==> src/rtl/spi_master_intf.sv <==
// Byte-level SPI master, mode 0 (CPOL=0, CPHA=0), MSB first.
// One byte per start/done handshake. When the cont flag is set, SS stays low
// after the byte, so the host can build multi-byte frames.
module spi_master_intf #(
  parameter int unsigned CLK_DIV = 4  // clk cycles per SCLK half-period, >= 4
) (
  input  logic       clk,
  input  logic       reset_i,
  input  logic       start_i,
  input  logic [7:0] tx_data_i,
  input  logic       cont_i,
  output logic       ready_o,
  output logic       busy_o,
  output logic [7:0] rx_data_o,
  output logic       done_o,
  output logic       sclk_o,
  output logic       mosi_o,
  input  logic       miso_i,
  output logic       ss_o
);

  localparam int unsigned CNT_W = $clog2(CLK_DIV);

  typedef enum logic [2:0] {
    S_IDLE,
    S_SETUP,
    S_HIGH,
    S_LOW,
    S_TAIL
  } state_e;

  state_e           state_q, state_d;
  logic [CNT_W-1:0] cnt_q, cnt_d;
  logic [2:0]       bit_q, bit_d;
  logic [7:0]       tx_q, tx_d;
  logic [7:0]       rx_q, rx_d;
  logic             cont_q, cont_d;
  logic [7:0]       rx_data_q, rx_data_d;
  logic             done_q, done_d;
  logic             sclk_q, sclk_d;
  logic             mosi_q, mosi_d;
  logic             ss_q, ss_d;
  logic             phase_end;

  assign phase_end = (cnt_q == CNT_W'(CLK_DIV - 1));

  // Next-state logic. The SPI pins are decoded from the next state so that
  // they are registered together with it and change on the same edge.
  always_comb begin
    // NOTE: every signal gets a default before the case, so no path can leave it unassigned and infer a latch.
    state_d   = state_q;
    cnt_d     = cnt_q;
    bit_d     = bit_q;
    tx_d      = tx_q;
    rx_d      = rx_q;
    cont_d    = cont_q;
    rx_data_d = rx_data_q;
    done_d    = 1'b0;

    unique case (state_q)
      S_IDLE: begin
        if (start_i) begin
          tx_d    = tx_data_i;
          cont_d  = cont_i;
          bit_d   = 3'd0;
          cnt_d   = '0;
          state_d = S_SETUP;
        end
      end
      S_SETUP, S_LOW: begin
        if (phase_end) begin
          cnt_d   = '0;
          rx_d    = {rx_q[6:0], miso_i};  // sample on the SCLK rising edge
          state_d = S_HIGH;
        end else begin
          cnt_d = cnt_q + CNT_W'(1);
        end
      end
      S_HIGH: begin
        if (phase_end) begin
          cnt_d = '0;
          if (bit_q == 3'd7) begin
            state_d = S_TAIL;
          end else begin
            bit_d   = bit_q + 3'd1;
            tx_d    = {tx_q[6:0], 1'b0};  // next bit appears on the SCLK falling edge
            state_d = S_LOW;
          end
        end else begin
          cnt_d = cnt_q + CNT_W'(1);
        end
      end
      S_TAIL: begin
        if (phase_end) begin
          cnt_d     = '0;
          done_d    = 1'b1;
          rx_data_d = rx_q;
          state_d   = S_IDLE;
        end else begin
          cnt_d = cnt_q + CNT_W'(1);
        end
      end
      default: state_d = S_IDLE;
    endcase

    sclk_d = (state_d == S_HIGH);
    mosi_d = (state_d == S_IDLE) ? 1'b0 : tx_d[7];
    ss_d   = (state_d == S_IDLE) && !cont_d;
  end

  // State and output registers. The synchronous reset aborts any transfer at once.
  always_ff @(posedge clk) begin
    if (reset_i) begin
      state_q   <= S_IDLE;
      cnt_q     <= '0;
      bit_q     <= 3'd0;
      tx_q      <= 8'h00;
      rx_q      <= 8'h00;
      cont_q    <= 1'b0;
      rx_data_q <= 8'h00;
      done_q    <= 1'b0;
      sclk_q    <= 1'b0;
      mosi_q    <= 1'b0;
      ss_q      <= 1'b1;
    end else begin
      // NOTE: non-blocking assignments let every register update from the same pre-edge values.
      state_q   <= state_d;
      cnt_q     <= cnt_d;
      bit_q     <= bit_d;
      tx_q      <= tx_d;
      rx_q      <= rx_d;
      cont_q    <= cont_d;
      rx_data_q <= rx_data_d;
      done_q    <= done_d;
      sclk_q    <= sclk_d;
      mosi_q    <= mosi_d;
      ss_q      <= ss_d;
    end
  end

  assign ready_o   = (state_q == S_IDLE);
  assign busy_o    = !ready_o;
  assign rx_data_o = rx_data_q;
  assign done_o    = done_q;
  assign sclk_o    = sclk_q;
  assign mosi_o    = mosi_q;
  assign ss_o      = ss_q;

endmodule

==> config.mk <==
export PLATFORM = sky130hd
export DESIGN_NAME = spi_master_intf
export DESIGN_NICKNAME = d
export VERILOG_FILES = /design/src/rtl/spi_master_intf.sv
export SDC_FILE = /design/constraint.sdc
export NUM_CORES = 1
export LEC_CHECK = 0
export BUFFER_PORTS_ARGS = -buffer_cell sky130_fd_sc_hd__buf_2
export CAP_MARGIN = 20
export CORE_MARGIN = 2
export CORE_UTILIZATION = 54
export DETAILED_ROUTE_END_ITERATION = 10
export PLACE_DENSITY = 0.79
export SETUP_SLACK_MARGIN = 0.1
export SLEW_MARGIN = 10
export SYNTH_ARGS = -nofsm -noshare
export SYNTH_HDL_FRONTEND = slang
export SYNTH_SLANG_ARGS = --single-unit
export TNS_END_PERCENT = 100
==> constraint.sdc <==
create_clock -name clk -period 1.76 [get_ports clk]
set_clock_uncertainty 0.05 [all_clocks]
set_input_delay 0.088 -clock clk [delete_from_list [all_inputs] [get_ports clk]]
set_output_delay 0.088 -clock clk [all_outputs]
set_load 0.1 [all_outputs]
==> results.sh, run 1 <==
export IMPL_clk_pin_slew_worst_paths_ps=110
export IMPL_ant_nets=0
export IMPL_worst_ep_required_time_ps=2010
export IMPL_timing_slew_headroom_pct=60.5
export IMPL_worst_path_max_fanout=6
export IMPL_max_stage_delay_ps=590
export IMPL_portBuffers=26
export IMPL_floorplan_die_area_sq_mm=0.00325
export IMPL_syn_avg_cell_area_sq_um=9.32
export IMPL_fin_setup_tns_ps=0
export IMPL_first_global_vias=1272
export IMPL_dp_hpwl_microns=2040
export IMPL_via_per_inst=5.67
export IMPL_hold_viol=0
export IMPL_rsz0062_at_grt="true"
export IMPL_instances_no_fill=235
export IMPL_cp_end_kind="flip-flop"
export IMPL_num_rows=19
export IMPL_ir_drop_mv=0.844
export IMPL_max_slew_worst_pin_slew_ps=592
export IMPL_antenna_found_initial=0
export IMPL_wl_met2_microns=1640
export IMPL_maxCapViolations=0
export IMPL_vias=1332
export IMPL_final_util_pct=71.8
export IMPL_grt_ovfl_total=0
export IMPL_wl_per_cell_microns=14.1
export IMPL_worstSetupPathType="flip-flop to flip-flop"
export IMPL_io_pins=27
export IMPL_diodes=0
export IMPL_final_common_cell="dfxtp_1"
export IMPL_core_sq_mm=0.00271
export IMPL_clk_latency_ps=350
export IMPL_place_congestion=0.825
export IMPL_layout_min_cycle_time_ps=1630
export IMPL_finalSetupViolCount=0
export IMPL_routed_top_layer="met4"
export IMPL_power_density_mw_per_mm2=787
export IMPL_wl_met3_microns=211
export IMPL_n_fill_cell=202
export IMPL_grtUsageTotal_pct=21.6
export IMPL_initial_utilization_pct=56.0
export IMPL_syn_to_final_growth_pct=28.1
export IMPL_outcome="completed"
export IMPL_cts_root_buf="clkbuf_4"
export IMPL_post_place_ws_ps=63.5
export IMPL_cp_start_kind="flip-flop"
export IMPL_worstPathArrival_ps=1880
export IMPL_synth_warnings=0
export IMPL_syn_area_sq_mm=0.00152
export IMPL_netlist_top_cell_by_area="dfxtp_1"
export IMPL_ys_flop_type="dfxtp_1"
export IMPL_wl_met1_microns=1350
export IMPL_cts_max_level=2
export IMPL_nets=221
export IMPL_final_setup_worst_slack_ps=129
export IMPL_syn_nets=181
export IMPL_drive_above_1_share_pct=31.4
export IMPL_p_leak_nw=0.847
export IMPL_drt_iter0_drc=80
export IMPL_drt_wl_total_microns=3310
export IMPL_synth_edf_count=0
export IMPL_ys_seq_area_share_pct=48.8
export IMPL_synth_cell_types=35
export IMPL_die_h_microns=57.0
export IMPL_clockBufferDepth=2
export IMPL_synth_top_cells_by_area="dfxtp_1 (49%), mux2i_1 (7.2%), nor2_1 (6.2%)"
export IMPL_cp_cell_sequence="buf_4 > or4b_4 > o32a_1 > a21oi_2 > and2b_1"
export IMPL_synth_seq_cells=37
export IMPL_critPathTopFamily="simple AND/OR/NAND/NOR gates"
export IMPL_hold_class="primary input to flip-flop"
export IMPL_netlist_instances=163
export IMPL_synth_top_cell_area_share_pct=48.8
export IMPL_crit_slowest_cell="or4b_4"
export IMPL_cts_tree="done"
export IMPL_fmax_mhz=613
export IMPL_crit_buf_inv=1
export IMPL_first_pass_iters=6
export IMPL_cts_buffers=5
export IMPL_dp_cells=214
export IMPL_die_w_microns=57.0
export IMPL_grt_max_degree=34
export IMPL_finalCritPeriodShare_pct=92.7
export IMPL_final_cell_mix="dfxtp_1 (32), nor2_1 (24), buf_2 (24), nand2_1 (19)"
export IMPL_drc=0
export IMPL_drv_slew=0
export IMPL_synth_async_sr_flop_share_pct=0
export IMPL_cts_sinks=37
export IMPL_grt_pass1_wl_microns=5400
-- final cells by class --
type	count	area [sq um]	share of cell area [%]
multi-input cells	112	785	40.3
flip-flops and latches	37	747	38.4
repair buffers	44	305	15.7
well taps	31	38.8	1.99
clock buffers	5	37.5	1.93
clock inverters	3	17.5	0.900
inverters	3	15.0	0.772
-- per-stage QoR --
stage | cell area (sq um) | hold WS, ps | power (mW)
after floorplan | 1530 | 182 | 1.03
after global placement | 1700 | 278 | 1.07
after detailed placement | 1700 | 301 | 1.08
after CTS | 1880 | 51.0 | 1.52
after global routing | 1950 | 52.1 | 1.59
final | 1950 | 68.9 | 1.53
-- sequential cells by signal, indices dropped and copies added (netlist names) --
register	flops
cont_q	1
rx_data_o	8
cnt_q	2
done_o	1
tx_q	8
ss_o	1
state_q	3
bit_q	3
mosi_o	1
sclk_o	1
rx_q	8
-- cells by family after synthesis --
family	synth area share, %
and+or+nand+nor	20.5
DFF	48.8
AOI/OAI and AO/OA	14.3
buffers and inverters	3.79
muxes	7.99
adders and majority gates	4.12
xor gates and xnor gates	0.577
-- cells in the mapped netlist, drive strengths merged (2+ instances only) --
| cell | count |
|---|---|
| or4b | 2 |
| ha | 5 |
| mux2i | 11 |
| inv | 3 |
| nand2b | 2 |
| a21o | 3 |
| nor3 | 3 |
| dfxtp | 37 |
| nor2 | 25 |
| clkbuf | 7 |
| buf | 4 |
| nand3b | 4 |
| a22oi | 3 |
| a222oi | 6 |
| a21oi | 12 |
| nand2 | 19 |
-- worst paths after layout --
path,startpoint,slack (ps),end,cells past startpoint
setup / recovery,state_q[2],130,mosi_o,5
setup reg to reg,state_q[2],130,mosi_o,5
hold reg to reg,rx_data_o[5],410,rx_data_o[5],2
hold / removal,tx_data_i[7],70,tx_q[7],4
-- repair_timing --
| item | 4_1_cts | 5_1_grt |
|---|---|---|
| hold endpoints to repair | 9 | 0 |
| hold buffers | 9 | 0 |
| buffers inserted | 3 | 1 |
| gates resized for setup | 6 | 13 |
| setup endpoints to repair | 9 | 20 |
| pin swaps | 2 | 4 |
-- layer usage --
metal | track usage (%) | vias up
li1 | - | 655
met1 | 24.6 | 610
met2 | 35.8 | 54
met3 | 7.26 | 13
met4 | 11.3 | 0
met5 | 0 | -
-- power by group --
part / leakage (nW) / switching (mW) / internal, mW
Sequential: 0.303 / 0.0167 / 0.860
Clock: 0.0310 / 0.287 / 0.151
Combinational: 0.513 / 0.132 / 0.0837
Total: 0.847 / 0.436 / 1.09
-- tightest hold or removal path: stages --
cell	delay (ps)
buf_2	90
inv_1	40
o32a_1	150
a21oi_2	60
No activity file was read; power rests on OpenSTA's default activity.
==> run 2: changes to the inputs <==
Settings changed: ABC_AREA set to 1.
==> run 2 against run 1 <==
Compared with the run above: die area up 4.4%; setup slack better by 68 ps; clock power grew 8.2%; global-route usage is 1.8 points lower; via count is 5.8% higher; combinational power shrank 4%; highest routed layer unchanged; worst hold slack worse by 39 ps; power up 1.5%; cell count increased by 21%; non-clock buffer count shrank 10; routed wire length shrank 7.5%; cell area shrank 3.7%.
==> results.sh, run 2 <==
export IMPL_critPathTopFamily="simple AND/OR/NAND/NOR gates"
export IMPL_synth_top_cells_by_area="dfxtp_1 (47%), nand2_1 (12%), a21oi_1 (11%)"
export IMPL_first_pass_iters=4
export IMPL_vias=1409
export IMPL_syn_nets=236
export IMPL_max_slew_worst_pin_slew_ps=489
export IMPL_final_util_pct=67.4
export IMPL_syn_area_sq_mm=0.00159
export IMPL_floorplan_die_area_sq_mm=0.00339
export IMPL_grtUsageTotal_pct=19.8
export IMPL_final_common_cell="nand2_1"
export IMPL_cts_tree="done"
export IMPL_worst_ep_required_time_ps=1950
export IMPL_synth_warnings=0
export IMPL_grt_max_degree=24
export IMPL_max_stage_delay_ps=340
export IMPL_dp_hpwl_microns=2100
export IMPL_hold_viol=0
export IMPL_netlist_instances=218
export IMPL_layout_min_cycle_time_ps=1560
export IMPL_nets=270
export IMPL_diodes=0
export IMPL_wl_per_cell_microns=10.8
export IMPL_ys_flop_type="dfxtp_1"
export IMPL_ant_nets=0
export IMPL_ys_seq_area_share_pct=46.6
export IMPL_worst_path_max_fanout=3
export IMPL_maxCapViolations=0
export IMPL_cts_sinks=37
export IMPL_cp_end_kind="flip-flop"
export IMPL_outcome="completed"
export IMPL_synth_async_sr_flop_share_pct=0
export IMPL_cts_buffers=5
export IMPL_crit_slowest_cell="dfxtp_2"
export IMPL_fmax_mhz=640
export IMPL_grt_pass1_wl_microns=5110
export IMPL_syn_avg_cell_area_sq_um=7.29
export IMPL_num_rows=19
export IMPL_final_cell_mix="nand2_1 (50), dfxtp_1 (36), a21oi_1 (34), nor2_1 (24), buf_2 (24)"
export IMPL_netlist_top_cell_by_area="dfxtp_1"
export IMPL_synth_common_cells="nand2_1 (51), dfxtp_1 (37), a21oi_1 (34)"
export IMPL_yosysMostFrequentCell="nand2_1"
export IMPL_drt_wl_total_microns=3060
export IMPL_ff_latch_area_sq_um=742
export IMPL_drc=0
export IMPL_antenna_found_initial=0
export IMPL_synth_top_cell_area_share_pct=46.6
export IMPL_via_per_inst=4.96
export IMPL_crit_top_cell="nor2_1"
export IMPL_rsz0062_at_grt="false"
export IMPL_timing_slew_headroom_pct=67.6
export IMPL_drt_iter0_drc=50
export IMPL_finalSetupViolCount=0
export IMPL_cts_max_level=2
export IMPL_hold_class="primary input to flip-flop"
export IMPL_ir_drop_mv=0.672
export IMPL_dpl_cell_area_sq_mm=0.00176
export IMPL_place_congestion=0.844
export IMPL_io_pins=27
export IMPL_worstPathArrival_ps=1760
export IMPL_finalCritPeriodShare_pct=88.8
export IMPL_p_leak_nw=0.827
export IMPL_drive_above_1_share_pct=20.9
export IMPL_core_sq_mm=0.00278
export IMPL_instances_no_fill=284
export IMPL_worstSetupPathType="flip-flop to flip-flop"
export IMPL_synth_seq_cells=37
export IMPL_drv_slew=0
export IMPL_cp_cell_sequence="ha_1 > ha_1 > inv_1 > nand2_2 > nand2_1 > nor2_1 > nor2_2 > nand2_1 > nor2_1 > nor2_1"
export IMPL_clk_pin_slew_worst_paths_ps=100
export IMPL_cts_root_buf="clkbuf_4"
export IMPL_fin_setup_tns_ps=0
export IMPL_power_density_mw_per_mm2=829
export IMPL_final_area_sq_mm=0.00187
export IMPL_synth_cell_types=19
export IMPL_synth_edf_count=0
export IMPL_die_w_microns=58.3
export IMPL_portBuffers=26
export IMPL_first_global_vias=1212
export IMPL_n_fill_cell=258
export IMPL_die_h_microns=58.3
export IMPL_clockBufferDepth=2
export IMPL_crit_buf_inv=1
export IMPL_cp_start_kind="flip-flop"
export IMPL_dp_cells=271
export IMPL_clk_latency_ps=340
export IMPL_grt_ovfl_total=0
export IMPL_syn_to_final_growth_pct=17.9
export IMPL_multi_input_area_sq_um=737
export IMPL_initial_utilization_pct=57.2
## run 2: stage by stage
stage / worst slack (ps) / power, mW / hold slack, ps
after floorplan: 225 / 1.05 / 107
after global placement: 227 / 1.09 / 290
after CTS: 151 / 1.56 / 16.6
after detailed placement: 166 / 1.09 / 299
after global routing: 81.8 / 1.61 / 48.2
final: 197 / 1.55 / 30.0
## run 2: cells by family (layout without fill, tap and decap cells)
kind of cell	after synthesis	in the layout	share of synthesized area, %
compound gates	47	47	14.8
fa+ha+maj	5	5	3.93
buf+inv	31	65	8.10
flops	37	37	46.6
simple gates	98	99	26.6
## run 2: power breakdown
group          total (mW)  switching, mW  internal (mW)
Combinational       0.207          0.147         0.0600
Clock               0.474          0.280          0.195
Sequential          0.872         0.0129          0.859
Total                1.55          0.439           1.11
## run 2: worst register-to-register path, delay by kind of cell, from the launching register on
family | cells | cell delay (ps)
adder cells (fa/ha/maj) | 2 | 410
buffers and inverters | 1 | 70
flip-flops | 1 | 340
AND/OR/NAND/NOR | 7 | 590
## run 2: final timing paths
kind / start / end / slack [ps] / cells after the start
hold / removal: cont_i / cont_q / 30 / 3
hold reg to reg: rx_data_o[3] / rx_data_o[3] / 400 / 2
setup / recovery: bit_q[0] / mosi_o / 200 / 10
setup reg to reg: bit_q[0] / mosi_o / 200 / 10
## run 2: area by class of cell
type | count | share of cell area, %
sequential | 37 | 39.6
multi-input combinational | 151 | 39.3
clock buffer | 6 | 2.74
inverter | 23 | 4.87
clock inverter | 2 | 0.734
timing repair buffer | 34 | 10.7
tap | 31 | 2.07
## run 2: metal layers
metal / wire length (microns) / vias to the layer above / part of all wire [%] / GRT usage, %
li1: - / 767 / - / -
met1: 1550 / 614 / 51 / 25.1
met2: 1340 / 22 / 44 / 31.8
met3: 115 / 6 / 3.8 / 6.03
met4: 51 / 0 / 1.7 / 6.98
met5: 0 / - / 0 / 0
## run 2: repair_timing
| action | 4_1_cts | 5_1_grt |
|---|---|---|
| hold buffers | 2 | 0 |
| hold endpoints to repair | 2 | 0 |
| gates resized for setup | 2 | 3 |
| cloned | 0 | 1 |
| pin swaps | 0 | 2 |
| endpoints found under the setup margin | 2 | 11 |
| buffers inserted | 0 | 2 |
